File: src/rtl/dram_rr_scheduler.sv
`timescale 1ns/1ps
`default_nettype none
// ============================================================================
// dram_rr_scheduler : two-port round-robin DRAM access scheduler with watchdog
// Revision: 1.0
// ============================================================================
module dram_rr_scheduler #(
  parameter int ADDR_W  = 24,
  parameter int DATA_W  = 32,
  parameter int TIMEOUT = 255,
  parameter int TO_W    = 8
) (
  input  logic              clk,
  input  logic              rst_n,
  // port 0: instruction fetch, read-only
  input  logic [ADDR_W-1:0] p0_addr,
  input  logic              p0_req_read,
  output logic [DATA_W-1:0] p0_data_out,
  output logic              p0_done,
  output logic              p0_err,
  // port 1: data, read/write
  input  logic [ADDR_W-1:0] p1_addr,
  input  logic [DATA_W-1:0] p1_data_in,
  input  logic              p1_req_read,
  input  logic              p1_req_write,
  output logic [DATA_W-1:0] p1_data_out,
  output logic              p1_done,
  output logic              p1_err,
  // DRAM controller side
  output logic [ADDR_W-1:0] dram_addr,
  output logic [DATA_W-1:0] dram_data_in,
  output logic              dram_req_read,
  output logic              dram_req_write,
  input  logic [DATA_W-1:0] dram_data_out,
  input  logic              dram_data_out_valid,
  input  logic              dram_write_complete,
  // status
  output logic              busy,
  output logic              grant
);

  typedef enum logic [1:0] {
    S_IDLE   = 2'd0,
    S_ISSUE  = 2'd1,
    S_WAIT   = 2'd2,
    S_RETIRE = 2'd3
  } state_t;

  // Last watchdog value at which a WAIT cycle without completion times out
  localparam logic [TO_W-1:0] c_wdog_last = TO_W'(TIMEOUT - 1);

  state_t            r_state;
  state_t            w_state_next;
  logic              r_last_grant;
  logic              r_op_write;
  logic [TO_W-1:0]   r_wdog;

  logic              w_p0_pend;
  logic              w_p1_pend;
  logic              w_pick_p1;
  logic              w_start;
  logic              w_complete;
  logic              w_timeout;

  always_comb begin
    w_p0_pend    = p0_req_read;
    w_p1_pend    = p1_req_read | p1_req_write;
    // On a tie the port that did not win last time is served
    w_pick_p1    = w_p1_pend & (~w_p0_pend | ~r_last_grant);
    w_start      = (r_state == S_IDLE) & (w_p0_pend | w_p1_pend);
    w_complete   = (r_state == S_WAIT) &
                   (r_op_write ? dram_write_complete : dram_data_out_valid);
    w_timeout    = (r_state == S_WAIT) & ~w_complete & (r_wdog == c_wdog_last);
    w_state_next = r_state;
    case (r_state)
      S_IDLE:   if (w_start) w_state_next = S_ISSUE;
      S_ISSUE:  w_state_next = S_WAIT;
      S_WAIT:   if (w_complete || w_timeout) w_state_next = S_RETIRE;
      S_RETIRE: w_state_next = S_IDLE;
      default:  w_state_next = S_IDLE;
    endcase
  end

  always_ff @(posedge clk or negedge rst_n) begin
    if (!rst_n) r_state <= S_IDLE;
    else        r_state <= w_state_next;
  end

  always_ff @(posedge clk or negedge rst_n) begin
    if (!rst_n) begin
      r_last_grant   <= 1'b1;
      r_op_write     <= 1'b0;
      r_wdog         <= '0;
      grant          <= 1'b0;
      dram_addr      <= '0;
      dram_data_in   <= '0;
      dram_req_read  <= 1'b0;
      dram_req_write <= 1'b0;
      p0_data_out    <= '0;
      p0_done        <= 1'b0;
      p0_err         <= 1'b0;
      p1_data_out    <= '0;
      p1_done        <= 1'b0;
      p1_err         <= 1'b0;
    end else begin
      dram_req_read  <= 1'b0;
      dram_req_write <= 1'b0;
      p0_done        <= 1'b0;
      p0_err         <= 1'b0;
      p1_done        <= 1'b0;
      p1_err         <= 1'b0;
      case (r_state)
        S_IDLE: begin
          if (w_start) begin
            grant        <= w_pick_p1;
            r_last_grant <= w_pick_p1;
            if (w_pick_p1) begin
              // A simultaneous read and write from port 1 is served as a write
              dram_addr      <= p1_addr;
              dram_data_in   <= p1_data_in;
              r_op_write     <= p1_req_write;
              dram_req_write <= p1_req_write;
              dram_req_read  <= ~p1_req_write;
            end else begin
              dram_addr      <= p0_addr;
              dram_data_in   <= '0;
              r_op_write     <= 1'b0;
              dram_req_read  <= 1'b1;
            end
          end
        end
        S_ISSUE: begin
          r_wdog <= '0;
        end
        S_WAIT: begin
          if (w_complete) begin
            if (grant) begin
              p1_done <= 1'b1;
              if (!r_op_write) p1_data_out <= dram_data_out;
            end else begin
              p0_done <= 1'b1;
              p0_data_out <= dram_data_out;
            end
          end else if (w_timeout) begin
            if (grant) begin
              p1_done <= 1'b1;
              p1_err  <= 1'b1;
            end else begin
              p0_done <= 1'b1;
              p0_err  <= 1'b1;
            end
          end else begin
            r_wdog <= r_wdog + TO_W'(1);
          end
        end
        default: ;
      endcase
    end
  end

  assign busy = (r_state != S_IDLE);

endmodule
`default_nettype wire

File: config.mk
export PLATFORM = sky130hd
export DESIGN_NAME = dram_rr_scheduler
export DESIGN_NICKNAME = d
export VERILOG_FILES = /design/src/rtl/dram_rr_scheduler.sv
export SDC_FILE = /design/constraint.sdc
export NUM_CORES = 1
export LEC_CHECK = 0
export CAP_MARGIN = 30
export CORE_MARGIN = 5
export CORE_UTILIZATION = 28
export CTS_CLUSTER_DIAMETER = 120
export DETAILED_ROUTE_END_ITERATION = 16
export GPL_TIMING_DRIVEN = 1
export PLACE_DENSITY = 0.67
export SYNTH_ARGS = -nofsm -noshare
export SYNTH_HDL_FRONTEND = slang
export SYNTH_SLANG_ARGS = --single-unit
File: constraint.sdc
create_clock -name clk -period 2.49 [get_ports clk]
set_input_delay 0.6225 -clock clk [delete_from_list [all_inputs] [get_ports clk]]
set_output_delay 0.6225 -clock clk [all_outputs]
set_load 0.05 [all_outputs]
==> parameters.txt, run 1 <==
Parameter                              Value

Final layout
  Multi-input gate area in the final layout    approximately 2000 um2
  Final Net Count    approximately 780
  Diode count    0
  Most frequent cells in the layout    244 x sky130_fd_sc_hd__clkdlybuf4s50_1, 138 x sky130_fd_sc_hd__dfrtp_1, 63 x sky130_fd_sc_hd__mux2_2
  Total of fill cells in the finished design    1744
  Layout-stage area growth over the synthesis result    61.17%
  Area used by sequential logic in the layout    between 3000 and 4000 um2
  Share of cells above drive strength 1    between 15 and 20%
  Most common cell after layout, fill and taps aside    sky130_fd_sc_hd__clkdlybuf4s50_1

Synthesis
  Gate Count Post-Synth    about 400
  Largest family of logic cells by synthesized area    multiplexers
  Syn Area/Cell    between 10 and 15 um2
  Commonest register cell after synthesis    sky130_fd_sc_hd__dfrtp_1
  Synth Area in Adders    approximately 1.1%
  Async set-or-reset flop fraction in the synthesized netlist    100.0%
  Count of flip-flops with a built-in enable after synthesis    0
  Share of synthesized area occupied by flip-flops and latches    a little over three fifths
  Synthesized flop and latch total    approximately 140
  Simple-gate share of the synthesized area    5.028%
  Count of warnings emitted by yosys    0
  Xor-xnor portion of the synthesized cell area    0.3143%
  Post-Syn Area    approximately 5600 um2
  Multiplexer share of the synthesized area    between 15 and 20%
  Post-synth net total    roughly 530
  Number of different library cells in the post-synthesis netlist    43
  Share of the synthesized area in compound gates (AO/OA/AOI/OAI)    approximately a tenth

Place
  Routability-driven placement congestion ratio    about 0.84
  Quantity of I/O buffers inserted on ports    246
  Placed wire-length estimate after detailed placement    about 12 mm
  Worst Setup Slack post-DPL    92.62 ps

CTS
  Number of H-tree levels    4
  Clock sink count    139
  Buffer count from post-CTS setup fixing    0
  Number of gates given a new drive strength after cts    0
  Clock latency of the later-clocked register in the worst-skew pair    around 400 ps
  Count of hold buffers inserted by post-cts repair    0
  Root buffer cell    sky130_fd_sc_hd__clkbuf_16
  Inserted Clock Buffers    17
  Clock transition at path regs    ~60 ps
  Buffer levels on the longest clock path    2
  TritonCTS clock tree    done

GRT
  Total global routing track utilization    about 14%
  Number of antenna violations at the first check in global routing    0
  Number of global-route vias before repair    roughly 4600
  Global-route wire length before repair    ~24 mm
  Gr ovfl total    0
  Maximum number of pins on one net before global-route repair    75

Timing
  Final WS setup    237.0 ps
  Final hold violation count    0
  Clk_skew    just under 9 ps
  Summed negative setup slack over all endpoints    0 ps
  Tightest slew margin relative to the limit    approximately three fifths
  Peak Freq    around 0.44 GHz
  Share of the clock period used by the worst path after layout    between 90 and 100%
  Setup repair after global routing missed its margin    false
  Slew of the pin with the lowest slew margin    619.5 ps
  Min Clock Period, post-route    2253 ps
  Number of setup violations in the final report    0
  Max Transition Viols Final    0

Critical path
  Cell count of the worst reg-to-reg path    6
  Crit path buffers/inverters    1
  Cell chain of the critical path    clkdlybuf4s50_1
  CP Data Arrival Time    about 1600 ps
  Worst reg2reg startpoint    r_state[1]$_DFFE_PN0P_
  Highest fanout seen on the critical path    2
  Required time of the worst setup path    roughly 1900 ps
  Slowest-stage cell, CP    sky130_fd_sc_hd__clkdlybuf4s50_1
  Startpoint type of the worst setup path    flop
  Top delay family on crit path    buffers and inverters
  Class of the most critical setup path    flop to primary output
  Setup slack of the most critical reg-to-reg path    approximately 500 ps
  Max stage delay on crit path    between 800 and 900 ps
  Element type at the critical path end    primary output
  Critical R2R Capture    dram_data_in[21]$_DFFE_PN0P_

Pwr
  Leakage component of the power    between 3 and 4 nW
  Total power divided by cell area    ~1600 nW/um2
  Part of the power in combinational logic    55.1%
  IR Drop Worst-Case VDD    between 700 and 800 uV
  Clock Power Share    around 17%
  Switching power share of the total    45.87%
  Cell Int Power    about 0.0077 W
  Net switching component of the power    between 0.006 and 0.007 W
  Flop pwr share    ~28%

Die
  Number of rows created at floorplan    51
  Ports    about 250
  Die footprint    roughly 23000 um2
  Effective utilization at floorplan    roughly 29%
  Height of the die    151.1 um
  Die width    151.1 um
  Floorplan core area    19530 um2

Min path
  Hold WC Path Type    input pin to async pin

Drt
  First-pass iteration count of the detailed router    4
  1st-iter DRT viols    around 110
  Average wire per cell in the routed design    around 17 um
  Total wire length after detailed routing    15.66 mm
  Avg Vias per Cell    4.546
  Detail Route Antenna Nets    0
  Post-route DRC    0
  Via count    around 4300

Status
  Outcome    finished clean

Flow run
  Number of max-cap violations    0
per-layer routing:
metal  track usage (%)  up-vias  share of wire (%)
met5                 0        -                  0
met4             3.762        0                1.2
met3             5.775       12                 10
met2             22.48      209                 48
met1             16.79     2070                 41
li1                  -     1964                  -
power by group through the flow:
stage,sequential [W],clock (W),combinational (W)
2_1_floorplan,0.00717,0,0.00179
3_3_place_gp,0.00392,0,0.00775
3_5_place_dp,0.00394,0,0.00789
4_1_cts,0.00393,0.00251,0.00789
5_1_grt,0.00405,0.00262,0.00821
6_report,0.00391,0.00244,0.00780
area by class of cell:
cell class              count  share of cell area, %
clock buffers              21                  5.125
inverters                   7                 0.2925
well taps                 265                  3.691
repair buffers            260                  29.12
multi-input cells         234                  21.74
clock inverters            10                  1.295
flip-flops and latches    139                  38.73
cells by family after synthesis:
group / count (synthesis)
AOI/OAI and AO/OA: 78
DFF: 139
muxes: 91
buffers and inverters: 28
adders and majority gates: 5
xor gates and xnor gates: 2
and+or+nand+nor: 58
Yosys cell counts, drive strengths merged, types with 2 or more instances:
master / number / share of area [%]
buf: 18 / 2.1
clkbuf: 3 / 0.20
inv: 7 / 0.47
a21oi: 3 / 0.34
a21o: 3 / 0.40
ha: 5 / 1.1
or3: 2 / 0.22
mux2: 66 / 13
nand3: 6 / 0.54
nand2: 29 / 2.0
a22o: 34 / 5.4
o211ai: 2 / 0.27
nand4b: 2 / 0.31
o21ai: 28 / 2.6
nor2: 9 / 0.74
mux2i: 25 / 4.7
nand2b: 3 / 0.34
a31oi: 2 / 0.22
dfrtp: 138 / 62
and3: 2 / 0.22
stage by stage:
| stage | util (%) | area (um2) | instances | hold WS (ps) | power, W |
|---|---|---|---|---|---|
| 4_1_cts | 46.01 | 8984 | 936 | 193.3 | 0.01434 |
| 3_3_place_gp | 43.05 | 8407 | 905 | 464.4 | 0.01167 |
| 5_1_grt | 46.01 | 8984 | 936 | 219.3 | 0.01488 |
| 2_1_floorplan | - | 5574 | 401 | 326.9 | 0.008965 |
| 3_5_place_dp | 43.05 | 8407 | 905 | 473.8 | 0.01183 |
| 6_report | 46.01 | 8984 | 936 | 183.1 | 0.01416 |
sequential cells by signal (all words and copies together) (netlist names), 2 cells and up:
name,flops
r_wdog,8
dram_data_in,32
p0_data_out,32
r_state,2
p1_data_out,32
dram_addr,24
worst max path at each step:
stage	cells after the start	startpoint	endpoint	slack, ps
6_report	1	dram_addr[22]$_DFFE_PN0P_	dram_addr[22]	240
3_5_place_dp	6	p0_req_read	dram_data_in[19]$_DFFE_PN0P_	90
5_1_grt	1	dram_addr[22]$_DFFE_PN0P_	dram_addr[22]	150
2_1_floorplan	6	r_state[0]$_DFFE_PN0P_	dram_data_in[10]$_DFFE_PN0P_	730
3_3_place_gp	5	p1_req_write	dram_addr[9]$_DFFE_PN0P_	180
4_1_cts	1	dram_addr[22]$_DFFE_PN0P_	dram_addr[22]	180
No activity file was read; power rests on OpenSTA's default activity.
==> run 2, diff against run 1 <==
--- a/config.mk
+++ b/config.mk
@@ -12,6 +12,7 @@
 export DETAILED_ROUTE_END_ITERATION = 16
 export GPL_TIMING_DRIVEN = 1
 export PLACE_DENSITY = 0.67
+export SETUP_SLACK_MARGIN = 0.05
 export SYNTH_ARGS = -nofsm -noshare
 export SYNTH_HDL_FRONTEND = slang
 export SYNTH_SLANG_ARGS = --single-unit
==> results of run 2 <==
Same layout as run 1: the final DEF is identical, and so are final timing and power.
==> run 3, diff against run 2 <==
--- a/config.mk
+++ b/config.mk
@@ -5,13 +5,13 @@
 export SDC_FILE = /design/constraint.sdc
 export NUM_CORES = 1
 export LEC_CHECK = 0
-export CAP_MARGIN = 30
+export ABC_AREA = 1
 export CORE_MARGIN = 5
 export CORE_UTILIZATION = 28
 export CTS_CLUSTER_DIAMETER = 120
 export DETAILED_ROUTE_END_ITERATION = 16
 export GPL_TIMING_DRIVEN = 1
-export PLACE_DENSITY = 0.67
+export PLACE_DENSITY = 0.68
 export SETUP_SLACK_MARGIN = 0.05
 export SYNTH_ARGS = -nofsm -noshare
 export SYNTH_HDL_FRONTEND = slang
==> constraint.sdc (replaced) <==
create_clock -name clk -period 1.9 [get_ports clk]
set_input_delay 0.475 -clock clk [delete_from_list [all_inputs] [get_ports clk]]
set_output_delay 0.475 -clock clk [all_outputs]
set_load 0.05 [all_outputs]
==> run 3 against run 2 <==
- final cell count increased by 33%
- worst hold slack improved by 290 ps
- non-clock buffer count increased by 18
- sequential share of layout area decreased by 1.2 points
- largest power group unchanged
- clock-buffer cell count decreased by 3
- via count increased by 26%
- wire length increased by 12%
- global-route usage increased by 0.48 points
==> parameters.txt, run 3 <==
Parameter                              Value

Critical path
  Startpoint type of the worst setup path    flop
  Class of the most critical setup path    flop to primary output
  Critical R2R Capture    p0_data_out[23]$_DFFE_PN0P_
  Highest fanout seen on the critical path    3
  Element type at the critical path end    primary output
  Required time of the worst setup path    roughly 1400 ps
  CP Data Arrival Time    ~1300 ps
  Launch point of the worst path    r_state[1]$_DFFE_PN0P_
  Cell count of the worst reg-to-reg path    7
  Setup slack of the most critical reg-to-reg path    280 ps
  Worst reg2reg startpoint    r_state[0]$_DFFE_PN0P_

Drt
  Average wire per cell in the routed design    roughly 14 um
  Met3 WL post-DR    between 2 and 2.5 mm
  Wire length on met1    between 7 and 8 mm
  Highest metal layer used by the detailed router    met5
  Detail Route met2 WL    approximately 7.7 mm
  Via count    roughly 5400
  Detail Route Antenna Nets    0
  Post-route DRC    0
  First-pass iteration count of the detailed router    4
  Avg Vias per Cell    between 4 and 5
  Total wire length after detailed routing    17.59 mm
  1st-iter DRT viols    ~150

Synthesis
  Post-Syn Area    between 5000 and 6000 um2
  Largest family of logic cells by synthesized area    simple AND/OR/NAND/NOR gates
  Count of flip-flops with a built-in enable after synthesis    0
  Commonest register cell after synthesis    sky130_fd_sc_hd__dfrtp_1
  Count of warnings emitted by yosys    0
  Syn Area/Cell    slightly below 9 um2
  Async set-or-reset flop fraction in the synthesized netlist    between 90% and 100%
  Gate Count Post-Synth    689
  Post-synth net total    between 800 and 900
  Synthesized flop and latch total    139
  Xor-xnor portion of the synthesized cell area    less than 1%
  Largest cells by area after synthesis    sky130_fd_sc_hd__dfrtp_1 58%, sky130_fd_sc_hd__nand2_1 21%, sky130_fd_sc_hd__o21a_1 4.0%
  Number of different library cells in the post-synthesis netlist    28
  Multiplexer share of the synthesized area    0%
  Yosys top cell area share    58.01%
  Share of the synthesized area in compound gates (AO/OA/AOI/OAI)    approximately 7.3%
  Simple-gate share of the synthesized area    between 20% and 30%
  Synth Area in Adders    between 1 and 1.5%
  Share of synthesized area occupied by flip-flops and latches    58.45%
  Cell type with the largest total area after synthesis    sky130_fd_sc_hd__dfrtp_1
  Most numerous cell in the Yosys netlist    sky130_fd_sc_hd__nand2_1
  Commonest cells post-synth    326 x sky130_fd_sc_hd__nand2_1, 138 x sky130_fd_sc_hd__dfrtp_1, 53 x sky130_fd_sc_hd__inv_1, 39 x sky130_fd_sc_hd__nand3_1, 32 x sky130_fd_sc_hd__o21a_1

CTS
  Clock transition at path regs    approximately 60 ps
  Root buffer cell    sky130_fd_sc_hd__clkbuf_16
  Inserted Clock Buffers    17
  TritonCTS clock tree    done
  Number of H-tree levels    4
  Buffer levels on the longest clock path    2
  Clock sink count    139
  Clock latency of the later-clocked register in the worst-skew pair    ~410 ps

GRT
  Maximum number of pins on one net before global-route repair    65
  Gr ovfl total    0
  Total global routing track utilization    between 10% and 20%
  Number of antenna violations at the first check in global routing    1
  Number of global-route vias before repair    around 5200
  Global-route wire length before repair    27.55 mm

Place
  Routability-driven placement congestion ratio    approximately 0.79
  Placed wire-length estimate after detailed placement    ~13 mm
  Placed inst area    approximately 8600 um2
  Quantity of I/O buffers inserted on ports    246

Die
  Floorplan core area    20960 um2
  Ports    approximately 250
  Die footprint    ~24000 um2
  Die width    approximately 160 um
  Number of rows created at floorplan    53
  Height of the die    roughly 160 um
  Effective utilization at floorplan    approximately 28%

Timing
  Setup repair after global routing missed its margin    false
  Post-Route Hold Slack    473.0 ps
  Number of setup violations in the final report    0
  Tightest slew margin relative to the limit    69.57%
  Share of the clock period used by the worst path after layout    93.29%
  Clk_skew    9.130 ps
  Final hold violation count    0
  Max Transition Viols Final    0
  Slew of the pin with the lowest slew margin    456.5 ps
  Summed negative setup slack over all endpoints    0 ps
  Peak Freq    ~0.56 GHz
  Min Clock Period, post-route    between 1500 and 2000 ps

Pwr
  Leakage component of the power    roughly 4.8 nW
  Total power divided by cell area    2000 nW/um2
  Total chip power    roughly 0.019 W
  IR Drop Worst-Case VDD    between 800 and 900 uV

Final layout
  Diode count    0
  Share of cells above drive strength 1    roughly a fifth
  Largest registers    dram_data_in x32, p0_data_out x32, p1_data_out x32
  Core occupancy in the finished layout    44.24%
  Final Net Count    about 1100
  Non-Filler Cell Area, Final    roughly 9300 um2
  Most common cell after layout, fill and taps aside    sky130_fd_sc_hd__nand2_1
  Most frequent cells in the layout    326 x sky130_fd_sc_hd__nand2_1, 150 x sky130_fd_sc_hd__buf_4, 138 x sky130_fd_sc_hd__dfrtp_1
  Layout-stage area growth over the synthesis result    55.72%

Min path
  Hold WC Path Type    flop to flop
  Launch instance of the worst min-delay path    dram_data_in[10]$_DFFE_PN0P_
  Cells on Worst Hold Path    2
  Endpoint with the worst hold slack    dram_data_in[10]$_DFFE_PN0P_

Status
  Outcome    finished clean

Flow run
  Number of max-cap violations    0
-- run 3: changes by cell type in the layout (fill, tap and decap cells not counted), sizes merged, moves of 36 or more --
cell / previous run / this run
nand2: 29 / 327
buf: 16 / 160
clkdlybuf4s50: 244 / 117
mux2: 66 / 0
inv: 8 / 62
nand3: 6 / 42
-- run 3: worst max path at each step --
stage / cells after the start / slack, ps / endpoint
after floorplan: 5 / 120 / busy
after global placement: 8 / -0.2 / p0_data_out[19]$_DFFE_PN0P_
after detailed placement: 10 / -40 / dram_addr[5]$_DFFE_PN0P_
after CTS: 4 / 50 / busy
after global routing: 4 / 50 / busy
final: 4 / 130 / busy
-- run 3: report_power, final --
group / switching (W) / leakage (nW) / total (W) / internal, W
logic: 0.00677 / 2.74 / 0.00990 / 0.00313
clock network: 0.00136 / 0.309 / 0.00360 / 0.00223
registers: 0.000793 / 1.72 / 0.00504 / 0.00425
total: 0.00893 / 4.77 / 0.0185 / 0.00961
-- run 3: logic make-up after synthesis --
family                     Yosys count
DFF                                139
buffers and inverters               88
adders and majority gates            5
AOI/OAI and AO/OA                   70
and+or+nand+nor                    384
xor gates and xnor gates             3
-- run 3: per-stage QoR --
step                      worst slack (ps)  std cells
after floorplan                      124.6        689
after global placement             -0.1620       1206
after detailed placement            -41.50       1206
after CTS                            50.90       1240
after global routing                 54.35       1241
final                                127.5       1241
-- run 3: per-layer routing --
layer / track usage [%] / up-vias
li1: - / 2669
met1: 18.40 / 2433
met5: 0 / -
met4: 3.335 / 2
met2: 21.70 / 229
met3: 6.879 / 18
-- run 3: final cells by class --
cell class	count	area, um2
Clock buffer	18	429.2
Clock inverter	14	205.2
Inverter	55	206.4
Multi-Input combinational cell	462	2107
Tap cell	275	344.1
Timing Repair Buffer	278	2499
Sequential cell	139	3480
Fill cell	2061	11690
-- run 3: worst max-delay path, stage by stage (launching register included) --
cell,delay (ps)
sky130_fd_sc_hd__dfrtp_1,400
sky130_fd_sc_hd__inv_2,90
sky130_fd_sc_hd__ha_4,170
sky130_fd_sc_hd__inv_1,50
sky130_fd_sc_hd__buf_4,180
-- run 3: what timing repair did --
action                                  CTS  global route
buffers inserted                          1             1
gates resized for setup                   2             2
pin swaps                                 1             0
gates cloned                              0             0
hold buffers                              1             0
endpoints found under the setup margin    1             1
endpoints found under the hold margin    21             0
